[src/rtl/uart_pkg.sv]
// Shared UART definitions: data width and byte-capture FSM encoding.
// Used by both the RX and TX buffering paths.
package uart_pkg;

  localparam int UART_DATA_W = 8;

  typedef enum logic {
    IDLE     = 1'b0,
    WAIT_LOW = 1'b1
  } uart_cap_state_t;

endpackage

[src/rtl/sync_fifo.sv]
// Generic single-clock first-word-fall-through FIFO.
// Head word is a combinational read, gated to zero while empty.
module sync_fifo #(
  parameter int DEPTH  = 16,
  parameter int ADDR_W = 4,
  parameter int W      = 8
) (
  input  logic              clk,
  input  logic              rst_n,
  input  logic              push,
  input  logic              pop,
  input  logic [W-1:0]      wdata,
  output logic [W-1:0]      rdata,
  output logic              full,
  output logic              empty,
  output logic [ADDR_W:0]   level
);

  localparam logic [ADDR_W:0] ONE  = (ADDR_W+1)'(1);
  localparam logic [ADDR_W:0] FULL = (ADDR_W+1)'(DEPTH);

  logic [W-1:0]      mem [DEPTH];
  logic [ADDR_W-1:0] wr_ptr;
  logic [ADDR_W-1:0] rd_ptr;
  logic              do_push;
  logic              do_pop;

  assign empty   = (level == '0);
  assign full    = (level == FULL);
  assign do_pop  = pop & ~empty;
  // A pop in the same cycle frees the slot, so a full FIFO still accepts.
  assign do_push = push & (~full | do_pop);
  assign rdata   = empty ? '0 : mem[rd_ptr];

  always_ff @(posedge clk) begin
    if (do_push) mem[wr_ptr] <= wdata;
  end

  always_ff @(posedge clk or negedge rst_n) begin
    if (!rst_n) begin
      wr_ptr <= '0;
      rd_ptr <= '0;
      level  <= '0;
    end else begin
      if (do_push) wr_ptr <= wr_ptr + 1'b1;
      if (do_pop)  rd_ptr <= rd_ptr + 1'b1;
      case ({do_push, do_pop})
        2'b10:   level <= level + ONE;
        2'b01:   level <= level - ONE;
        default: level <= level;
      endcase
    end
  end

endmodule

[src/rtl/uart_rx_fifo.sv]
// UART receive buffer: captures each receiver byte once, acknowledges
// it with a one-cycle pulse, and queues it in an FWFT FIFO.
module uart_rx_fifo
  import uart_pkg::*;
#(
  parameter int DEPTH  = 16,
  parameter int ADDR_W = 4
) (
  input  logic                   sys_clk,
  input  logic                   sys_rst_n,
  input  logic [UART_DATA_W-1:0] rx_data,
  input  logic                   rx_ready,
  output logic                   rx_ready_clear,
  output logic [UART_DATA_W-1:0] out_data,
  output logic                   out_valid,
  input  logic                   out_ready,
  output logic [ADDR_W:0]        level,
  output logic                   overflow,
  input  logic                   overflow_clear
);

  uart_cap_state_t state;
  uart_cap_state_t state_nxt;

  logic push;
  logic pop;
  logic drop;
  logic ack;
  logic full;
  logic empty;

  assign out_valid = ~empty;
  assign pop       = out_valid & out_ready;

  sync_fifo #(
    .DEPTH  (DEPTH),
    .ADDR_W (ADDR_W),
    .W      (UART_DATA_W)
  ) u_fifo (
    .clk    (sys_clk),
    .rst_n  (sys_rst_n),
    .push   (push),
    .pop    (pop),
    .wdata  (rx_data),
    .rdata  (out_data),
    .full   (full),
    .empty  (empty),
    .level  (level)
  );

  always_comb begin
    state_nxt = state;
    push      = 1'b0;
    drop      = 1'b0;
    ack       = 1'b0;
    unique case (state)
      IDLE: begin
        if (rx_ready) begin
          ack       = 1'b1;
          state_nxt = WAIT_LOW;
          if (full && !pop) drop = 1'b1;
          else              push = 1'b1;
        end
      end
      WAIT_LOW: begin
        // Wait out the receiver's clear latency: one push per byte.
        if (!rx_ready) state_nxt = IDLE;
      end
    endcase
  end

  always_ff @(posedge sys_clk or negedge sys_rst_n) begin
    if (!sys_rst_n) begin
      state          <= IDLE;
      rx_ready_clear <= 1'b0;
      overflow       <= 1'b0;
    end else begin
      state          <= state_nxt;
      rx_ready_clear <= ack;
      overflow       <= drop | (overflow & ~overflow_clear);
    end
  end

endmodule
[config.mk]
export PLATFORM = sky130hd
export DESIGN_NAME = uart_rx_fifo
export DESIGN_NICKNAME = d
export VERILOG_FILES = /design/src/rtl/uart_pkg.sv /design/src/rtl/sync_fifo.sv /design/src/rtl/uart_rx_fifo.sv
export SDC_FILE = /design/constraint.sdc
export NUM_CORES = 1
export LEC_CHECK = 0
export ABC_CLOCK_PERIOD_IN_PS = 7000
export CAP_MARGIN = 15
export CELL_PAD_IN_SITES_DETAIL_PLACEMENT = 1
export CELL_PAD_IN_SITES_GLOBAL_PLACEMENT = 1
export CORE_MARGIN = 2
export CORE_UTILIZATION = 30
export DETAILED_ROUTE_END_ITERATION = 12
export PLACE_DENSITY_LB_ADDON = 0.1
export SLEW_MARGIN = 30
export SYNTH_ARGS = -nofsm -noshare
export SYNTH_HDL_FRONTEND = slang
export SYNTH_SLANG_ARGS = --single-unit
[constraint.sdc]
create_clock -name sys_clk -period 7 [get_ports sys_clk]
set_input_delay 1.05 -clock sys_clk [delete_from_list [all_inputs] [get_ports sys_clk]]
set_output_delay 1.05 -clock sys_clk [all_outputs]
set_load 0.01 [all_outputs]
Word-level counts from Yosys, hierarchy flattened
Memories as Yosys holds them, arrays and structs flattened.
Index checks and enable logic that the tools add are counted.
W data, S select, Z words.
{"block": "word_totals", "word_cells": 39, "in_bits": 13, "output_inout_bits": 16, "mem_bits_rw": 128, "memories": 1, "register_bits": 16}
{"name": "u_fifo.mem", "depth": 16, "word_bits": 8, "rd": 1, "rd_ports_with_merged_regs": 0, "write_ports": 1, "line": "sync_fifo.sv:22", "rtl": "logic [W-1:0] mem [DEPTH];"}
{"block": "classes", "bitwise": 9, "n_addsub": 4, "n_eq_ne": 3, "n_reduce_logical": 4, "n_mux": 12}
{"op": "$mux W1", "n": 10}
{"op": "$pmux W5 S2", "n": 1}
{"op": "$add A4 B1 Y4 const B", "n": 2}
{"op": "$mux W8", "n": 1}
{"op": "$add A5 B1 Y5 const B", "n": 1}
{"op": "$eq A5 B5 Y1 const B", "n": 1}
{"op": "$logic_not A5 Y1", "n": 1}
{"op": "$sub A5 B1 Y5 const B", "n": 1}
{"op": "$and A1 B1 Y1", "n": 4}
{"op": "$not A1 Y1", "n": 3}
{"op": "$eq A2 B1 Y1 const B", "n": 1}
{"op": "$eq A2 B2 Y1 const B", "n": 1}
{"op": "$or A1 B1 Y1", "n": 2}
{"op": "$reduce_bool A2 Y1", "n": 1}
{"op": "$logic_and A1 B1 Y1", "n": 1}
{"op": "$logic_not A1 Y1", "n": 1}

Depth between registers and ports, before layout
{"block": "logic_depth", "ltp_word": 11, "mapped_depth": 12, "depth_no_buf": 10}

By module
Synthesis repeated with hierarchy kept, for this count alone.
{"block": "unflattened", "cells_unflattened": 312, "hier_area_um2": 6002.0}
{"module": "sync_fifo", "area_per_inst_um2": 5878.1, "cells_per_inst": 302, "seq_area_each_um2": 4169.0, "n_inst": 1}
{"module": "uart_rx_fifo", "area_per_inst_um2": 123.9, "cells_per_inst": 10, "seq_area_each_um2": 75.1, "n_inst": 1}

Worst setup path before layout
No wires, ideal clock.
{"block": "synth_timing", "path_type": "input to register", "start": "input port out_ready", "end": "register u_fifo.level[4]", "n_path_buf": 1, "stages": 11, "path_slack_ns": 3.872, "arrival_time_ns": 3.048, "required_ns": 6.920, "setup_time_ns": 0.080, "cell_sequence": "inv_1 -> a311oi_4 -> inv_1 -> ha_1 -> buf_2 -> xor2_1 -> ha_1 -> a21boi_0 -> o32ai_1 -> nor4b_1 -> xnor2_1"}
{"block": "synth_between", "elab_chain_cells": 9, "elab_cells_between_ends": 13, "classes_between": "2 x eq/ne; 4 x mux; 4 x bitwise; 3 x reduce/logical"}
{"element": "start: declaration", "line": "uart_rx_fifo.sv:16", "rtl": "input logic out_ready,"}
{"element": "$and A1 B1 Y1 (*)", "line": "uart_rx_fifo.sv:33", "rtl": "assign pop = out_valid & out_ready;"}
{"element": "$logic_not A1 Y1", "line": "uart_rx_fifo.sv:61", "rtl": "if (full && !pop) drop = 1'b1;"}
{"element": "$logic_and A1 B1 Y1", "line": "uart_rx_fifo.sv:61"}
{"element": "$mux W1", "line": "uart_rx_fifo.sv:61"}
{"element": "$mux W1", "line": "uart_rx_fifo.sv:58", "rtl": "if (rx_ready) begin"}
{"element": "$mux W1", "line": "uart_rx_fifo.sv:56", "rtl": "unique case (state)"}
{"element": "$and A1 B1 Y1", "line": "sync_fifo.sv:32", "rtl": "assign do_push = push & (~full | do_pop);"}
{"element": "$eq A2 B1 Y1 or $eq A2 B2 Y1 (tied branches)", "line": "sync_fifo.sv:47", "rtl": "case ({do_push, do_pop})"}
{"element": "$pmux W5 S2 or $reduce_bool A2 Y1 (tied branches)"}
{"element": "end signal: assignment", "line": "sync_fifo.sv:48", "rtl": "2'b10: level <= level + ONE;"}
{"element": "end signal: assignment", "line": "sync_fifo.sv:49", "rtl": "2'b01: level <= level - ONE;"}
{"element": "end signal: assignment", "line": "sync_fifo.sv:50", "rtl": "default: level <= level;"}
{"element": "end: declaration", "line": "sync_fifo.sv:16", "rtl": "output logic [ADDR_W:0] level"}
Every way passes the cells marked *; elsewhere a longest branch is shown, timed or not.
A chain may end at the register's enable or synchronous reset.

Worst setup path after layout
{"block": "layout_timing", "start": "register u_fifo.rd_ptr[0]", "end": "output port out_data[0]"}
{"block": "layout_between", "elab_chain_cells": 2}
{"element": "start: declaration", "line": "sync_fifo.sv:24", "rtl": "logic [ADDR_W-1:0] rd_ptr;"}
{"element": "start signal: assignment", "line": "sync_fifo.sv:46", "rtl": "if (do_pop) rd_ptr <= rd_ptr + 1'b1;"}
{"element": "$mem_v2 Z16 W8"}
{"element": "$mux W8", "line": "sync_fifo.sv:33", "rtl": "assign rdata = empty ? '0 : mem[rd_ptr];"}
{"element": "end: declaration", "line": "uart_rx_fifo.sv:14", "rtl": "output logic [UART_DATA_W-1:0] out_data,"}
No other way between the ends.

==> flow_summary.ini <==
[outcome]
status = complete, no violations

[worst_setup_path]
r2r_slack_ps = 3890
startpoint = u_fifo.rd_ptr[0]
cp_max_fo = 27
timing.critical_path.buf_inv = 2
cp_top_family = buffers and inverters
end_kind = primary output
crit_slowest_cell = mux4_2
crit_arrival_ps = 3050
timing.rr.end = u_fifo.level[4]
path_class = flop to primary output
cpPeakStageDelay_ps = 580
startpoint_type = flop
worstPathRequired_ps = 5950
worstRegToRegCells = 9
crit_chain = buf_4 > mux4_2 > mux2i_1 > o22ai_1 > clkdlybuf4s50_1
r2r-start = u_fifo.level[1]

[hold_path]
hp-start = u_fifo.rd_ptr[3]
hp-class = flop to flop
holdPathEnd = u_fifo.rd_ptr[3]
hold_depth = 1

[drt]
antenna_left = 0
drc_errors = 0
routed_wl_um = 12500
via_count = 2808
via_per_inst = 4.58
wl_per_cell_um = 20.4
first_pass_iters = 4
drtIter0Drc = 157

[sta]
finalMaxSlewViolations = 0
fmax_mhz = 244
tightestPinTransition_ps = 975
fin_crit_ps = 4100
setup_tns_ps = 0
fin_skew_ps = 5.64
rsz0062_at_grt = no
slew_headroom = 0.348
period_share = 0.586
hold_violations = 0
setup_viol = 0

[cts]
cts_root_buf = clkbuf_16
cts_max_level = 4
clk_path_buf_depth = 2
cts_setup_buffers = 0
clkTransAtPathRegs_ps = 50
cts_resized = 0
cts_tree = built
hold_buffers = 0
numCtsBuffers = 17
insertion_delay_ps = 410
cts_sinks = 144

[grt]
grt_use_total = 0.135
antenna_found_initial = 0
grt_overflow = 0
grt_pass1_vias = 3157
grt_max_degree = 36
grt_pass1_wl_um = 19600

[place]
gp_congestion = 0.679
dp_hpwl_um = 7670
port_buffers = 28
dp_cells = 585

[floorplanning]
initial_utilization = 0.305
pin_count = 29
fp.dieH_um = 144
core_area_sq_um = 19300
core.rowCount = 51
dieWidth_um = 144
die_area_sq_um = 20800

[layout]
n_antenna_cell = 0
drive_gt1_frac = 0.233
seq_area_sq_um = 4250
finalNetCount = 361
nFillCells = 1925
fin_cells = 613
multi_input_area_sq_um = 1570
area_delta_synth_final_pct = 18.1

[logic_synthesis]
synth_area_sq_um = 5890
avgSynthCellArea_sq_um = 19.2
synth_cells = 306
ys_types = 37
ys_seq_elements = 144
synth_nets = 328
yosysSeqAreaShare = 0.721
ys.warnings.count = 0

[pwr]
ir_drop_v = 0.000144
power_density_nw_per_um2 = 389
p_leak_nw = 2.27

[flow_run]
max-cap-violations = 0
layout make-up:
| cell class | instances | share of cell area |
|---|---|---|
| tap | 265 | 0.0477 |
| clock buffer | 18 | 0.0617 |
| clock inverter | 10 | 0.00738 |
| inverter | 7 | 0.00378 |
| multi-input combinational | 138 | 0.226 |
| sequential | 144 | 0.610 |
| timing repair buffer | 31 | 0.0435 |
where the power goes:
group,leakage (nW),switching (mW),total [mW],internal [mW]
sequential,1.34,0.0869,1.10,1.02
clock,0.245,0.318,0.755,0.436
combinational,0.680,0.425,0.848,0.423
placed cells by master (no fill, tap or decap), types with 8 or more instances in the layout:
master	count
clkbuf_16	17
clkdlybuf4s50_1	28
dfrtp_1	15
edfxtp_1	128
ha_1	9
mux2i_1	16
mux4_2	32
nand2_1	9
nor2_2	9
o22ai_1	8
per-layer routing:
metal	part of all wire	vias to the layer above	global-route usage
li1	-	1289	-
met1	0.45	1460	0.174
met2	0.50	44	0.221
met3	0.030	15	0.0384
met4	0.013	0	0.0433
met5	0	-	0
cells by family after synthesis:
family | synth area share
compound gates | 0.0268
xor+xnor | 0.0164
fa+ha+maj | 0.0191
buf+inv | 0.0202
flops | 0.721
mux | 0.153
simple gates | 0.0436
worst max path at each step:
stage	slack, ps	depth (start not counted)	to
finish	2900	5	out_data[0]
global route	2680	5	out_data[0]
CTS	2810	5	out_data[0]
detailed placement	3020	10	u_fifo.level[4]
global placement	3080	10	u_fifo.level[4]
floorplan	3870	11	u_fifo.level[4]
metrics by stage:
stage	hold slack [ps]	total power [mW]	util	cell area (sq um)	setup WS, ps
2_1_floorplan	475	1.68	-	5890	3870
3_3_place_gp	464	1.99	0.334	6450	3080
4_1_cts	478	2.76	0.359	6940	2810
5_1_grt	498	2.87	0.360	6960	2680
6_report	468	2.71	0.360	6960	2900
3_5_place_dp	470	1.99	0.334	6450	3020
worst register-to-register path, stage by stage, from the launching register on:
cell and delay [ps]:
dfrtp_1 540, nor4_4 130, a311oi_4 510, inv_1 130
ha_1 350, ha_1 280, or4b_2 660, o32ai_1 140
nor4b_1 110, xnor2_1 130
registers in the layout (all words and copies together), names as in the netlist:
name / count
u_fifo.level: 5
u_fifo.wr_ptr: 4
state: 1
u_fifo.mem: 128
u_fifo.rd_ptr: 4
rx_ready_clear: 1
overflow: 1
cells in the mapped netlist:
| library cell | number | area share |
|---|---|---|
| clkbuf_1 | 2 | 0.0013 |
| a21oi_2 | 1 | 0.0015 |
| nor3_1 | 5 | 0.0042 |
| nor2b_1 | 2 | 0.0021 |
| dfrtp_1 | 16 | 0.068 |
| nand2b_1 | 5 | 0.0053 |
| nand2_1 | 9 | 0.0057 |
| o32ai_1 | 1 | 0.0015 |
| inv_1 | 7 | 0.0045 |
| ha_1 | 9 | 0.019 |
| a41o_1 | 1 | 0.0017 |
| nand4_1 | 2 | 0.0021 |
| xnor2_1 | 7 | 0.010 |
| o21ai_0 | 4 | 0.0034 |
| a21oi_1 | 2 | 0.0017 |
| buf_4 | 5 | 0.0064 |
| a21o_1 | 1 | 0.0013 |
| nand2_2 | 1 | 0.0011 |
| nor4b_1 | 2 | 0.0030 |
| o22ai_1 | 8 | 0.0085 |
| clkbuf_2 | 1 | 0.00085 |
| a311oi_1 | 1 | 0.0015 |
| a21boi_0 | 1 | 0.0013 |
| and3b_1 | 1 | 0.0015 |
| or4b_2 | 1 | 0.0017 |
| edfxtp_1 | 128 | 0.65 |
| mux2_2 | 2 | 0.0038 |
| nor4_1 | 1 | 0.0011 |
| buf_2 | 7 | 0.0059 |
| mux2i_1 | 16 | 0.027 |
| nor4_4 | 1 | 0.0036 |
| nor2_1 | 15 | 0.0096 |
| a311oi_4 | 1 | 0.0045 |
| xor2_1 | 4 | 0.0059 |
| mux4_2 | 32 | 0.12 |
| nor3b_1 | 2 | 0.0025 |
| buf_1 | 2 | 0.0013 |
Note: power is estimated with default switching activity, not from simulation.
